`config.mk`:
```
export PLATFORM = sky130hd
export DESIGN_NAME = port_power_detector
export DESIGN_NICKNAME = d
export VERILOG_FILES = /design/src/rtl/port_power_detector.sv
export SDC_FILE = /design/constraint.sdc
export NUM_CORES = 1
export LEC_CHECK = 0
export ABC_AREA = 1
export CELL_PAD_IN_SITES_DETAIL_PLACEMENT = 0
export CELL_PAD_IN_SITES_GLOBAL_PLACEMENT = 2
export CORE_MARGIN = 2
export CORE_UTILIZATION = 39
export CTS_BUF_LIST = sky130_fd_sc_hd__clkbuf_4 sky130_fd_sc_hd__clkbuf_8
export CTS_CLUSTER_DIAMETER = 200
export CTS_CLUSTER_SIZE = 20
export DETAILED_ROUTE_END_ITERATION = 16
export PLACE_DENSITY = 0.95
export SYNTH_ARGS = -nofsm -noshare
export SYNTH_HDL_FRONTEND = slang
export SYNTH_SLANG_ARGS = --single-unit
export TNS_END_PERCENT = 1
```
`constraint.sdc`:
```
create_clock -name clk -period 2.28 [get_ports clk]
set_input_delay 0.342 -clock clk [delete_from_list [all_inputs] [get_ports clk]]
set_output_delay 0.342 -clock clk [all_outputs]
set_load 0.005 [all_outputs]
```
`src/rtl/port_power_detector.sv`:
```
// port_power_detector: windowed |I|^2+|Q|^2 power detector for the receive port of a
// swept filter measurement. Sums 2^LOG_N accepted samples and presents one unsigned power
// word per window through a valid/ready handshake, with a full-scale sample flag.
// Optional peak-hold of delivered power words is enabled by defining
// PORT_POWER_DETECTOR_PEAK_HOLD_EN; otherwise p_peak reads 0 and peak_clr is ignored.
module port_power_detector #(
  parameter int DW    = 12,
  parameter int LOG_N = 8,
  parameter int ACC_W = 2*DW+LOG_N
) (
  input  logic                 clk,
  input  logic                 rst_n,
  input  logic                 start,
  input  logic                 abort,
  output logic                 busy,
  input  logic                 s_valid,
  output logic                 s_ready,
  input  logic signed [DW-1:0] s_i,
  input  logic signed [DW-1:0] s_q,
  output logic                 p_valid,
  input  logic                 p_ready,
  output logic [ACC_W-1:0]     p_pow,
  output logic                 p_over,
  input  logic                 peak_clr,
  output logic [ACC_W-1:0]     p_peak
);

  typedef enum logic [1:0] {S_IDLE, S_ACC, S_DRAIN, S_HOLD} state_t;

  localparam logic signed [DW-1:0] FULL_NEG = {1'b1, {(DW-1){1'b0}}};
  localparam logic [LOG_N-1:0]     CNT_ONE  = 1;

  // Both squares are at most 2^(2*DW-2), so their sum fits 2*DW unsigned bits.
  function automatic logic [2*DW-1:0] f_mag_sq(input logic signed [DW-1:0] a,
                                               input logic signed [DW-1:0] b);
    logic signed [2*DW-1:0] ea, eb, pa, pb;
    ea = a;
    eb = b;
    pa = ea * ea;
    pb = eb * eb;
    return $unsigned(pa) + $unsigned(pb);
  endfunction

  state_t             r_state, w_state_nxt;
  logic               r_s_ready;
  logic [LOG_N-1:0]   r_cnt;
  logic               r_drn;
  logic               r_over_acc;
  logic               r_vld_p1;
  logic [2*DW-1:0]    r_sq_p1;
  logic [ACC_W-1:0]   r_acc_p2;
  logic               w_accept;
  logic               w_last;
  logic               w_full;
  logic               w_start_acc;
  logic               w_flush;
  logic               w_load;
  logic [ACC_W-1:0]   w_sq_ext;

  assign s_ready     = r_s_ready;
  assign busy        = (r_state == S_ACC) || (r_state == S_HOLD);
  assign w_accept    = s_valid && r_s_ready;
  assign w_last      = w_accept && (r_cnt == '1);
  assign w_full      = (s_i == FULL_NEG) || (s_q == FULL_NEG);
  assign w_start_acc = (r_state == S_IDLE) && start && !abort;
  assign w_flush     = abort && ((r_state == S_ACC) || (r_state == S_DRAIN));
  // The result registers latch once, on the first HOLD cycle, after the pipeline drained.
  assign w_load      = (r_state == S_HOLD) && !p_valid && !abort;
  assign w_sq_ext    = ACC_W'(r_sq_p1);

  // Next-state logic; abort takes priority over every other transition.
  always_comb begin
    w_state_nxt = r_state;
    case (r_state)
      S_IDLE:  if (start && !abort) w_state_nxt = S_ACC;
      S_ACC:   if (abort) w_state_nxt = S_IDLE;
               else if (w_last) w_state_nxt = S_DRAIN;
      S_DRAIN: if (abort) w_state_nxt = S_IDLE;
               else if (r_drn) w_state_nxt = S_HOLD;
      S_HOLD:  if (abort || (p_valid && p_ready)) w_state_nxt = S_IDLE;
      default: w_state_nxt = S_IDLE;
    endcase
  end

  // State register.
  always_ff @(posedge clk or negedge rst_n) begin
    if (!rst_n) r_state <= S_IDLE;
    else        r_state <= w_state_nxt;
  end

  // Window control: ready, sample count, drain timer, overload flag, result valid.
  always_ff @(posedge clk or negedge rst_n) begin
    if (!rst_n) begin
      r_s_ready  <= 1'b0;
      r_cnt      <= '0;
      r_drn      <= 1'b0;
      r_over_acc <= 1'b0;
      r_vld_p1   <= 1'b0;
      p_valid    <= 1'b0;
    end else begin
      r_s_ready <= (w_state_nxt == S_ACC);
      r_drn     <= (r_state == S_DRAIN) && (w_state_nxt == S_DRAIN);
      r_vld_p1  <= w_accept && !abort;
      if (w_start_acc)   r_cnt <= '0;
      else if (w_accept) r_cnt <= r_cnt + CNT_ONE;
      if (w_start_acc)             r_over_acc <= 1'b0;
      else if (w_accept && w_full) r_over_acc <= 1'b1;
      if (abort || (p_valid && p_ready)) p_valid <= 1'b0;
      else if (r_state == S_HOLD)        p_valid <= 1'b1;
    end
  end

  // ---- stage p1: square the accepted sample ----
  // Data-only register, qualified by r_vld_p1.
  always_ff @(posedge clk) begin
    if (w_accept) r_sq_p1 <= f_mag_sq(s_i, s_q);
  end

  // ---- stage p2: accumulate; cleared when a window opens ----
  // Accumulator and result registers.
  always_ff @(posedge clk or negedge rst_n) begin
    if (!rst_n) begin
      r_acc_p2 <= '0;
      p_pow    <= '0;
      p_over   <= 1'b0;
    end else begin
      if (w_start_acc)               r_acc_p2 <= '0;
      else if (r_vld_p1 && !w_flush) r_acc_p2 <= r_acc_p2 + w_sq_ext;
      if (w_load) begin
        p_pow  <= r_acc_p2;
        p_over <= r_over_acc;
      end
    end
  end

`ifdef PORT_POWER_DETECTOR_PEAK_HOLD_EN
  // Peak hold of delivered power words; clear beats a same-cycle update.
  always_ff @(posedge clk or negedge rst_n) begin
    if (!rst_n)                                       p_peak <= '0;
    else if (peak_clr)                                p_peak <= '0;
    else if (p_valid && p_ready && (p_pow > p_peak))  p_peak <= p_pow;
  end
`else
  logic w_unused_peak_clr;
  assign w_unused_peak_clr = peak_clr;
  assign p_peak            = '0;
`endif

endmodule
```
==> impl_metrics.ini <==
[placement]
dp.cells = 2707
portBuffers = 65
dp_hpwl_um = 34430
preCtsSetupSlack_ns = -4.238
routabilityCongestion = 0.8853

[clock_tree]
cts_buffers = 9
clockBufferDepth = 2
cts_tree = built
cts_root_buf = clkbuf_8
path_clk_slew_ns = 0.10
cts_max_level = 3
clock_sink_count = 104
clk_latency_ns = 0.38

[setup_path]
crit_top_cell = fa_1
crit_path_end_kind = flip-flop
worstPathArrival_ns = 5.83
critPathLaunch = s_i[7]
cp.required_ns = 2.41
critPathSlowestCell = fa_1
path_class = in2reg
cp-start-kind = input pin
reg2reg_to = r_acc_p2[10]
rr_worst_depth = 11
critical_path.max_fanout = 4
slowest_delay_ns = 0.54
r2r-start = r_sq_p1[0]
reg2reg_slack_ns = 0.17

[finish]
fin_cells = 2781
nets = 2677
postLayoutCoreUtil = 0.5069
diodes = 0
drive_gt1_frac = 0.2392
final_common_cell = inv_1
nFillCells = 3828
area_delta_synth_final_pct = 28.28
final_cell_mix = inv_1, nand2_1, fa_1, buf_4, ha_1

[yosys]
avgSynthCellArea_um2 = 8.345
synth_cell_types = 45
synth-simple-area-share = 0.1663
synth_largest_area_cell = fa_1
netlist_area_um2 = 16170
synth-seq-area-share = 0.1684
synthMuxAreaShare = 0.004874
synth_fa_ha_area_frac = 0.4416
synth_top_area_share = 0.3503
synth_xor_area_frac = 0.01408
ys_seq_elements = 104
synth_area_leaders = fa_1, dfrtp_1, inv_1
synth-compound-area-share = 0.05865
yosysWarnings = 0
synthCells = 1938
synth_top_family_by_area = adder cells

[sta]
setup_viol = 20
fin_crit_sh = 2.501
max_freq_ghz = 0.1754
finalWorstSetupSlack_ns = -3.421
finClkSkew_ns = 0.01981
period_minus_slack_ns = 5.701
final_hold_viol_count = 0
finalMaxSlewViolations = 0
rsz0062_at_grt = true

[grt]
grt_antenna_before_repair = 0
grt_max_degree = 56
grt_pass1_wl_um = 69410
grt_pass1_vias = 14140
grt-ovfl-total = 0
grt_usage = 0.1969

[route]
dr.pass1.iters = 6
drt_iter0_drc = 594
wire_per_inst_um = 14.53
drtAntennaViolNets = 0
viasPerCell = 4.609
wl_um = 40420
drc = 0
vias = 12820

[outcome]
outcome = finished, violations left
violations = setup timing

[die]
core_um2 = 40920
ios = 99
fp.dieH_um = 207.6
chipWidth_um = 207.6
start_util = 0.3952
rows = 74
die_area_um2 = 43110

[job]
max-cap-violations = 0

[hold_path]
hold_path_class = in2async
-- worst max-delay path: cells and delay by family --
family                     cells  cell delay [ns]
adders and majority gates      8             3.81
xor gates and xnor gates       1             0.15
buffers and inverters         11             1.07
AOI/OAI and AO/OA              2             0.26
and+or+nand+nor                3             0.19
-- flip-flops by register name, indices dropped and copies added (netlist names) --
| name | flops |
|---|---|
| p_valid | 1 |
| p_over | 1 |
| s_ready | 1 |
| r_vld_p1 | 1 |
| p_pow | 32 |
| r_state | 2 |
| r_cnt | 8 |
| r_over_acc | 1 |
| r_drn | 1 |
| r_acc_p2 | 32 |
| r_sq_p1 | 24 |
-- how the worst max path moves through the flow --
stage	endpoint
after detailed placement	r_sq_p1[23]
after floorplan	r_sq_p1[23]
after global routing	r_sq_p1[23]
final	r_sq_p1[15]
after global placement	r_sq_p1[23]
after CTS	r_sq_p1[23]
-- timing repair --
item                                    4_1_cts  5_1_grt
hold buffers                                  1        0
endpoints found under the setup margin       21       21
pin swaps                                   142       46
setup buffers                                43       11
gates resized for setup                     267       54
gates cloned                                  4        0
endpoints found under the hold margin        25        0
-- synthesized netlist by cell type (all sizes together) --
library cell and n:
dfrtp 80, a31oi 1, nor2 103, clkbuf 29, edfxtp 24, xnor2 12
o21ai 77, nor4 7, nand3b 1, nand3 71, and2 1, nor3 14
o211ai 1, or2 5, fa 283, nand4 13, a21boi 2, a21o 4
o22ai 10, o21a 1, mux2 7, o21bai 5, conb 1, ha 118
nand2 414, xor2 14, and3 1, inv 528, a21oi 73, buf 38
-- metrics by stage --
stage	area (um2)	setup TNS [ns]	hold slack, ns
after floorplan	16620	-58.33	0.04641
after global routing	20740	-64.37	0.4195
after global placement	19120	-75.66	0.3005
after detailed placement	19120	-77.10	0.2993
final	20740	-60.88	0.4170
after CTS	20540	-59.97	0.4292
-- layer usage --
| layer | vias up | global-route usage | share of wire | routed length, um |
|---|---|---|---|---|
| met4 | 0 | 0.05992 | 0.030 | 1229 |
| met2 | 203 | 0.3569 | 0.50 | 20320 |
| met5 | - | 0 | 0 | 0 |
| met3 | 73 | 0.01407 | 0.023 | 940 |
| li1 | 6307 | - | - | - |
| met1 | 6235 | 0.2515 | 0.44 | 17920 |
-- cells by family (layout without fill, tap and decap cells) --
logic type,count (synthesis),after routing
buffers and inverters,595,875
other,1,32
XOR/XNOR,26,26
AO/OA/AOI/OAI,174,174
multiplexers,7,7
AND/OR/NAND/NOR,630,630
flip-flops,104,104
adder cells (fa/ha/maj),401,401
-- area by class of cell --
cell class | instances | area [um2] | area share
Inverter | 528 | 1992 | 0.09602
Clock buffer | 10 | 137.6 | 0.006634
Clock inverter | 5 | 63.81 | 0.003076
Tap cell | 532 | 665.6 | 0.03209
Timing Repair Buffer | 332 | 3075 | 0.1483
Sequential cell | 104 | 2723 | 0.1312
Multi-Input combinational cell | 1270 | 12090 | 0.5827
Power is not shown: default switching activity piles up to over one toggle a cycle in this logic, so the estimate is an artifact.
